<file path="config.mk">
export PLATFORM = sky130hd
export DESIGN_NAME = decoder_hs
export DESIGN_NICKNAME = d
export VERILOG_FILES = /design/src/rtl/decoder_hs.sv
export SDC_FILE = /design/constraint.sdc
export NUM_CORES = 1
export LEC_CHECK = 0
export BUFFER_PORTS_ARGS = -buffer_cell sky130_fd_sc_hd__clkbuf_2
export CORE_MARGIN = 2
export CORE_UTILIZATION = 30
export DETAILED_ROUTE_END_ITERATION = 10
export SYNTH_ARGS = -nofsm -noshare
export SYNTH_HDL_FRONTEND = slang
export SYNTH_SLANG_ARGS = --single-unit
</file>
<file path="constraint.sdc">
create_clock -name clk -period 2.4 [get_ports clk]
set_clock_uncertainty 0.1 [all_clocks]
set_input_delay 0.36 -clock clk [delete_from_list [all_inputs] [get_ports clk]]
set_output_delay 0.36 -clock clk [all_outputs]
set_load 0.02 [all_outputs]
</file>
<file path="src/rtl/decoder_hs.sv">
// Registered 4-to-16 one-hot decoder behind a 2-entry skid buffer with valid/ready on both sides.
// One cycle latency when empty; in_ready drops while both entries are held so no code is lost.
module decoder_hs #(
  parameter int IN_W  = 4,
  parameter int CNT_W = 8
) (
  input  logic                  clk,
  input  logic                  reset,
  input  logic [IN_W-1:0]       binary_in,
  input  logic                  enable,
  input  logic                  in_valid,
  output logic                  in_ready,
  output logic [(2**IN_W)-1:0]  decoder_out,
  output logic                  out_valid,
  input  logic                  out_ready,
  output logic [CNT_W-1:0]      delivered_cnt
);

  localparam int OUT_W = 2**IN_W;

  typedef enum logic [1:0] {
    EMPTY = 2'd0,
    ONE   = 2'd1,
    FULL  = 2'd2
  } state_t;

  state_t             r_state;
  logic [OUT_W-1:0]   r_head;
  logic [OUT_W-1:0]   r_tail;
  logic               r_out_vld;
  logic               r_in_rdy;
  logic [CNT_W-1:0]   r_cnt;

  logic [OUT_W-1:0]   w_dec;
  logic               w_accept;
  logic               w_pop;

  // Words are decoded on the way in, so the buffer only ever holds one-hot or zero.
  always_comb begin
    w_dec = '0;
    if (enable) w_dec[binary_in] = 1'b1;
  end

  assign w_accept = in_valid & r_in_rdy;
  assign w_pop    = r_out_vld & out_ready;

  always_ff @(posedge clk or posedge reset) begin
    if (reset) begin
      r_state   <= EMPTY;
      r_head    <= '0;
      r_tail    <= '0;
      r_out_vld <= 1'b0;
      r_in_rdy  <= 1'b0;
      r_cnt     <= '0;
    end else begin
      if (w_pop) r_cnt <= r_cnt + CNT_W'(1);

      unique case (r_state)
        EMPTY: begin
          r_in_rdy <= 1'b1;
          if (w_accept) begin
            r_head    <= w_dec;
            r_out_vld <= 1'b1;
            r_state   <= ONE;
          end
        end
        ONE: begin
          unique case ({w_accept, w_pop})
            2'b11: r_head <= w_dec;
            2'b10: begin
              r_tail   <= w_dec;
              r_in_rdy <= 1'b0;
              r_state  <= FULL;
            end
            2'b01: begin
              // Clear the head so decoder_out reads zero whenever out_valid is low.
              r_head    <= '0;
              r_out_vld <= 1'b0;
              r_state   <= EMPTY;
            end
            default: ;
          endcase
        end
        FULL: begin
          if (w_pop) begin
            r_head   <= r_tail;
            r_tail   <= '0;
            r_in_rdy <= 1'b1;
            r_state  <= ONE;
          end
        end
        default: begin
          r_head    <= '0;
          r_tail    <= '0;
          r_out_vld <= 1'b0;
          r_in_rdy  <= 1'b0;
          r_state   <= EMPTY;
        end
      endcase
    end
  end

  assign in_ready      = r_in_rdy;
  assign out_valid     = r_out_vld;
  assign decoder_out   = r_head;
  assign delivered_cnt = r_cnt;

endmodule

</file>
==> flow_summary.toml, run 1 <==
[detailed_routing]
wl_met1_um = 2290
wl_met3_um = 290
drc = 0
dr.first_iter.drc_count = 100
antenna_left = 0
viasPerCell = 5.24
num_vias = 1493
wirelength_um = 4600
first_pass_iters = 4
wl_met2_um = 1980
wl_per_cell_um = 16.1
top_layer = "met4"

[run_status]
run_status = "completed"

[floorplanning]
die_h_um = 86.1
start_util = 0.315
fp.dieArea_um2 = 7420
core-area_um2 = 6420
floorplan.die.width_um = 86.1
num_io_pins = 35
num_rows = 29

[timing]
hold_viol = 0
fin_crit_ns = 1.79
fmax_mhz = 557
post-route-period-util = 0.748
hold_ws_ns = 0.0668
setup_violations = 0
slew-limit-headroom = 0.626
tns_ns = 0
tightest_slew_ns = 0.561
slew_viol_final = 0
rsz0062_at_grt = "false"

[yosys]
synth_cell_type_count = 45
syn_avg_cell_area_um2 = 11.9
synth_flop_cell = "dfrtp_1"
syn_inst = 170
ys_ff_latch = 44
async_flop_share = 1.00
yosysSeqAreaShare = 0.544
synth_fp_nets = 180
syn_area_um2 = 2020
yosys_warnings = 0
synth_edf_count = 0

[cts]
cts.clk_slew.worst_paths_ns = 0.09
ctsResizeCount = 0
clock_sinks = 44
cts_buffers = 5
insertion_delay_ns = 0.29
cts_root_buf = "clkbuf_8"
cts_hold_buf = 0
clockBufferDepth = 2
post_cts_buffers = 0
htreeDepth = 2
cts_tree = "built"

[final_layout]
syn_to_final_growth_pct = 16.9
fin_area_um2 = 2370
n_antenna_cell = 0
num-fill-cells = 627
drive_above_1_share = 0.279
final_nets = 217

[run]
maxCapViolCount = 0

[critical_path]
cp-start-kind = "register"
arrival_ns = 1.91
rr_startpoint = "r_state[0]"
path_cells = "and2b_1 > nand4_2 > or3b_1 > o2bb2ai_1"
path_max_fanout = 14
reg2reg_depth = 4
cp-end-kind = "register"
reg2reg_to = "r_tail[9]"
cp.required_ns = 2.52
endpoint = "r_tail[9]"
rrSetupSlack_ns = 0.61
crit_type = "reg -> reg"
cp_slowest_cell = "dfrtp_1"
critPathMaxStageDelay_ns = 0.66
crit_start = "r_state[0]"

[hold_path]
hold_path_class = "in -> async"

[global_route]
overflow = 0
track_usage = 0.131
grt_max_degree = 45
grt_pass1_vias = 1413
grt_first_pass_wirelength_um = 7620
antenna_found_initial = 0

[power]
pwr-share-comb = 0.360
finalPower_uw = 2350
power.density_nw_per_um2 = 993
intPower_uw = 1390
power_frac_clock = 0.205
sw_frac_of_total = 0.411
irDropWorstVdd_v = 0.000325
seq_power_share = 0.436
switchingPower_uw = 965
leakage_uw = 0.00108

[place]
gp_congestion = 0.778
place_area_um2 = 2270
portBuffers = 34
dp_hpwl_um = 3100
[per-stage QoR]
step / setup WS, ns / utilization / instances
final: 0.606 / 0.368 / 285
after global routing: 0.447 / 0.368 / 285
after CTS: 0.599 / 0.368 / 285
after detailed placement: 0.573 / 0.354 / 277
after global placement: 0.577 / 0.354 / 277
after floorplan: 0.752 / - / 170
[cell usage in the layout (no fill, tap or decap), drive strengths merged, types with 3 or more instances in the layout]
cell and instances:
a21oi 3, a22o 12, a22oi 9, a31oi 3, a32oi 8, buf 6
clkbuf 40, clkinv 3, dfrtp 44, nand2 13, nand3 3, nor2 10
o2bb2ai 18, xnor2 6
[worst min-delay path by stage]
stage / endpoint / slack [ns] / cells after the start
2_1_floorplan: r_tail[10] / 0.36 / 1
3_3_place_gp: delivered_cnt[7] / 0.36 / 1
3_5_place_dp: delivered_cnt[7] / 0.36 / 1
4_1_cts: r_tail[10] / 0.09 / 3
5_1_grt: decoder_out[9] / 0.12 / 3
6_report: r_tail[10] / 0.07 / 3
[cells in the mapped netlist, types with 2 or more instances]
| cell type | n | area (µm²) |
|---|---|---|
| a31oi_2 | 2 | 25.0 |
| nand3b_1 | 2 | 15.0 |
| nand2_1 | 12 | 45.0 |
| and4_1 | 2 | 17.5 |
| a22o_1 | 12 | 105 |
| a21oi_1 | 2 | 10.0 |
| dfrtp_1 | 44 | 1100 |
| xor2_1 | 2 | 17.5 |
| nor2_1 | 9 | 33.8 |
| buf_4 | 3 | 22.5 |
| inv_1 | 2 | 7.51 |
| a32o_1 | 2 | 20.0 |
| a22oi_1 | 9 | 67.6 |
| nor3_1 | 2 | 10.0 |
| o2bb2ai_1 | 18 | 158 |
| nand3_1 | 2 | 10.0 |
| a32oi_1 | 8 | 70.1 |
| xnor2_1 | 6 | 52.6 |
| and3_1 | 2 | 12.5 |
| buf_2 | 4 | 20.0 |
[worst max-delay path, delay by kind of cell, from the launching register on]
kind             cells  cell delay [ns]
AND/OR/NAND/NOR      3             0.81
AO/OA/AOI/OAI        1             0.14
flip-flops           1             0.66
[per-layer routing]
metal / global-route usage / vias to the layer above
met5: 0 / -
met3: 0.0366 / 5
met2: 0.195 / 40
li1: - / 731
met1: 0.189 / 717
met4: 0.0346 / 0
[final cells by class]
class	count	area, µm²	share of cell area
clock buffers	6	82.6	0.0349
flip-flops and latches	44	1100	0.465
clock inverters	2	10.0	0.00423
well taps	77	96.3	0.0407
inverters	2	7.51	0.00317
repair buffers	40	215	0.0910
multi-input cells	114	853	0.361
[registers in the layout, indices dropped and copies added, names as in the netlist]
name	count
decoder_out	16
in_ready	1
r_tail	16
r_state	2
delivered_cnt	8
out_valid	1
[cells by family (layout without fill, tap and decap cells)]
logic type,Yosys count,count (layout),share of synthesized area
AO/OA/AOI/OAI,61,61,0.258
flip-flops,44,44,0.544
AND/OR/NAND/NOR,44,44,0.123
buffers and inverters,12,50,0.0340
XOR/XNOR,8,8,0.0346
adder cells (fa/ha/maj),1,1,0.00618
[power by group through the flow]
stage | Combinational (µW) | Sequential [µW] | Clock, µW
after global routing | 923 | 1040 | 523
after global placement | 849 | 1030 | 0
after CTS | 849 | 1020 | 499
after floorplan | 551 | 1080 | 0
final | 846 | 1020 | 481
after detailed placement | 846 | 1040 | 0
Power figures use the tool's default switching activity.
==> run 2: changes to the inputs <==
- clock period: 2.4 -> 1.8 ns (I/O delays scaled with it)
==> flow_summary.toml, run 2 (synthesis gave the netlist of run 1 again) <==
[final_layout]
regArea_um2 = 1100
final_nets = 226
drive_above_1_share = 0.318
fin_area_um2 = 2470
syn_to_final_growth_pct = 22.0
num-fill-cells = 635
multiInputGateArea_um2 = 862
fin_util = 0.384
n_antenna_cell = 0
final_cell_mix = "43 x dfrtp_1, 34 x clkbuf_2, 18 x o2bb2ai_1, 13 x buf_4"
mostFrequentLayoutCell = "dfrtp_1"

[critical_path]
arrival_ns = 1.73
rr_startpoint = "r_state[0]"
cp-start-kind = "register"
path_cells = "and2b_1 > nand4_2 > or3b_1 > o2bb2ai_1"
reg2reg_depth = 4
worst-path-buf-inv = 0
cp_top_family = "simple AND/OR/NAND/NOR gates"
critPathMaxStageDelay_ns = 0.47
rrSetupSlack_ns = 0.20
reg2reg_to = "r_tail[9]"
cp.required_ns = 1.93
crit_type = "reg -> reg"
cp_slowest_cell = "dfrtp_2"
path_max_fanout = 10
cp-end-kind = "register"

[timing]
slew-limit-headroom = 0.615
hold_viol = 42
tightest_slew_ns = 0.577
slew_viol_final = 0
rsz0062_at_grt = "false"
hold_ws_ns = -0.0193
fin_crit_ns = 1.60
setup_violations = 0
fmax_mhz = 624
post-route-period-util = 0.891
tns_ns = 0

[cts]
post_cts_buffers = 0
clockBufferDepth = 2
htreeDepth = 2
insertion_delay_ns = 0.30
cts_buffers = 5
cts_root_buf = "clkbuf_8"
cts_tree = "built"
ctsResizeCount = 1
clock_sinks = 44
cts.clk_slew.worst_paths_ns = 0.09
cts_hold_buf = 0

[run]
maxCapViolCount = 0

[global_route]
antenna_found_initial = 0
grtUsageMet3 = 0.0375
track_usage = 0.138
grt_first_pass_wirelength_um = 7940
overflow = 0
grt.busiest_layer = "met1"
grt_pass1_vias = 1510
grt_util_met2 = 0.199
grtUsageMet1 = 0.203
grt_max_degree = 45

[power]
leakage_uw = 0.00113
power.density_nw_per_um2 = 1340
irDropWorstVdd_v = 0.000521

[detailed_routing]
antenna_left = 0
wl_per_cell_um = 16.3
viasPerCell = 5.41
drc = 0
wirelength_um = 4800
first_pass_iters = 4
dr.first_iter.drc_count = 79
num_vias = 1590

[place]
gp_congestion = 0.760
dp_hpwl_um = 3280
place_area_um2 = 2370
portBuffers = 34

[floorplanning]
num_rows = 29
floorplan.die.width_um = 86.1
num_io_pins = 35
start_util = 0.315
core-area_um2 = 6420
fp.dieArea_um2 = 7420
die_h_um = 86.1

[hold_path]
hold_path_class = "in -> async"

[run_status]
violations = "hold timing"
run_status = "finished, violations left"
-- run 2: cell count changes in the layout (fill, tap and decap cells not counted), sizes merged --
cell / change
clkinv: -1
clkinvlp: +2
buf: +9
clkbuf: -1
-- run 2: stage by stage --
| step | total power [µW] | std cells | setup WS (ns) | hold slack [ns] |
|---|---|---|---|---|
| 2_1_floorplan | 2180 | 170 | 0.152 | 0.332 |
| 4_1_cts | 3350 | 294 | 0.0243 | 0.000109 |
| 5_1_grt | 3530 | 294 | 0.0509 | 0.0257 |
| 3_5_place_dp | 2690 | 286 | -0.0110 | 0.331 |
| 6_report | 3320 | 294 | 0.197 | -0.0193 |
| 3_3_place_gp | 2680 | 286 | 0.0591 | 0.320 |
-- run 2: worst min-delay path, stage by stage --
cell and delay (ns):
clkbuf_2 0.08, clkinv_1 0.03, buf_4 0.46
-- run 2: routing by layer --
metal / vias up / wire (µm)
met5: - / 0
met4: 0 / 42
met3: 5 / 293
met2: 46 / 2170
met1: 791 / 2300
li1: 748 / -
-- run 2: worst max path at each step --
stage                    start              to  slack, ns  cells after the start
global route        r_state[0]      r_tail[10]       0.05                      4
detailed placement   out_valid  decoder_out[6]      -0.01                      3
global placement     out_valid  decoder_out[5]       0.06                      3
floorplan            out_valid       r_tail[0]       0.15                      6
finish              r_state[0]       r_tail[9]       0.20                      4
CTS                  out_valid  decoder_out[7]       0.02                      4
-- run 2: power breakdown --
group	total [µW]	internal, µW	leakage (µW)	switching [µW]
combinational	1360	535	0.000497	826
clock	634	275	0.0000404	359
sequential	1320	1150	0.000592	173
total	3320	1960	0.00113	1360
-- run 2: cell type report --
cell class                      instances  area share
Clock buffer                            5      0.0279
Inverter                                2     0.00304
Clock inverter                          3     0.00963
Multi-Input combinational cell        114       0.349
Timing Repair Buffer                   49       0.125
Tap cell                               77      0.0390
Sequential cell                        44       0.447
==> run 3: changes to the inputs <==
- HOLD_SLACK_MARGIN: unset -> 0.06
- SLEW_MARGIN: unset -> 20
==> flow_summary.toml, run 3 (synthesis gave the netlist of run 1 again) <==
[critical_path]
arrival_ns = 1.74
path_cells = "and2b_1 > nand4_2 > or3b_1 > o2bb2ai_1"
cp.depth = 4
cp-start-kind = "register"
reg2reg_depth = 4
cp_slowest_cell = "dfrtp_2"
cp-end-kind = "register"
endpoint = "r_tail[9]"
cp.required_ns = 1.93
reg2reg_to = "r_tail[9]"
critPathMaxStageDelay_ns = 0.48
rrSetupSlack_ns = 0.19
crit_type = "reg -> reg"
crit_start = "r_state[0]"
cp_top_family = "simple AND/OR/NAND/NOR gates"
worst-path-buf-inv = 0
rr_startpoint = "r_state[0]"
path_max_fanout = 10

[global_route]
antenna_found_initial = 0
overflow = 0
grt_max_degree = 45
grt_pass1_vias = 1510
grt_first_pass_wirelength_um = 7940
track_usage = 0.138

[timing]
hold_viol = 0
fmax_mhz = 621
hold_ws_ns = 0.238
slew_viol_final = 0
fin_crit_ns = 1.61
tightest_slew_ns = 0.563
setup_violations = 0
slew-limit-headroom = 0.625
rsz0062_at_grt = "false"
post-route-period-util = 0.895
tns_ns = 0

[detailed_routing]
wl_per_cell_um = 16.3
antenna_left = 0
drc = 0
wirelength_um = 4800
num_vias = 1598
first_pass_iters = 4
viasPerCell = 5.42
dr.first_iter.drc_count = 84

[place]
placed_cells = 286
portBuffers = 34
gp_congestion = 0.760
dp_hpwl_um = 3280
place_area_um2 = 2370

[final_layout]
syn_to_final_growth_pct = 22.5
mostFrequentLayoutCell = "dfrtp_1"
fin_area_um2 = 2480
drive_above_1_share = 0.317
final_cell_mix = "43 x dfrtp_1, 34 x clkbuf_2, 18 x o2bb2ai_1, 13 x buf_4"
n_antenna_cell = 0
stdcell_count = 295
final_nets = 227

[cts]
cts.clk_slew.worst_paths_ns = 0.09
htreeDepth = 2
cts_root_buf = "clkbuf_8"
post_cts_buffers = 0
clockBufferDepth = 2
cts_tree = "built"
cts_buffers = 5
clock_sinks = 44
insertion_delay_ns = 0.30

[hold_path]
hold_path_class = "in -> reg"
hold_depth = 4

[floorplanning]
fp.dieArea_um2 = 7420
floorplan.die.width_um = 86.1
num_rows = 29
die_h_um = 86.1
num_io_pins = 35
start_util = 0.315
core-area_um2 = 6420

[power]
power.density_nw_per_um2 = 1340
leakage_uw = 0.00113
irDropWorstVdd_v = 0.000522
finalPower_uw = 3320

[run]
maxCapViolCount = 0

[run_status]
run_status = "completed"
[run 3: cell types whose count changed in the layout (fill, tap and decap cells not counted), sizes merged]
cell         before  now
dlygate4sd3       0    1
[run 3: worst min-delay path, stage by stage]
cell and delay [ns]:
clkbuf_2 0.15, nand2_1 0.06, nand2_1 0.06, a22oi_1 0.06
[run 3: worst min-delay path by stage]
stage | startpoint | to
2_1_floorplan | binary_in[3] | r_tail[11]
3_3_place_gp | reset | decoder_out[11]
3_5_place_dp | reset | r_tail[11]
4_1_cts | in_valid | in_ready
5_1_grt | binary_in[3] | r_tail[8]
6_report | in_valid | in_ready
[run 3: layer usage]
layer	track usage	share of wire	vias to the layer above
met5	0	0	-
met4	0.0404	0.0087	0
met3	0.0375	0.056	5
met2	0.199	0.45	45
met1	0.203	0.48	796
li1	-	-	752
[run 3: area by class of cell]
cell class	count	area [µm²]
Fill cell	634	3940
Sequential cell	44	1100
Multi-Input combinational cell	114	862
Timing Repair Buffer	50	318
Tap cell	77	96.3
Clock buffer	5	68.8
Clock inverter	3	23.8
Inverter	2	7.51
[run 3: report_power, final]
part,internal (µW),total [µW],switching (µW)
Combinational,537,1360,827
Sequential,1150,1330,175
Clock,275,634,358
Total,1960,3320,1360
[run 3: metrics by stage]
| stage | util | setup slack (ns) |
|---|---|---|
| 2_1_floorplan | - | 0.152 |
| 3_3_place_gp | 0.368 | 0.0591 |
| 3_5_place_dp | 0.368 | -0.0110 |
| 4_1_cts | 0.386 | 0.0243 |
| 5_1_grt | 0.386 | 0.0509 |
| 6_report | 0.386 | 0.189 |
[run 3: repair_timing]
action	4_1_cts	5_1_grt
setup endpoints to repair	14	12
gates resized for setup	1	2
endpoints found under the hold margin	44	0
pin swaps	0	0
hold buffers	1	0
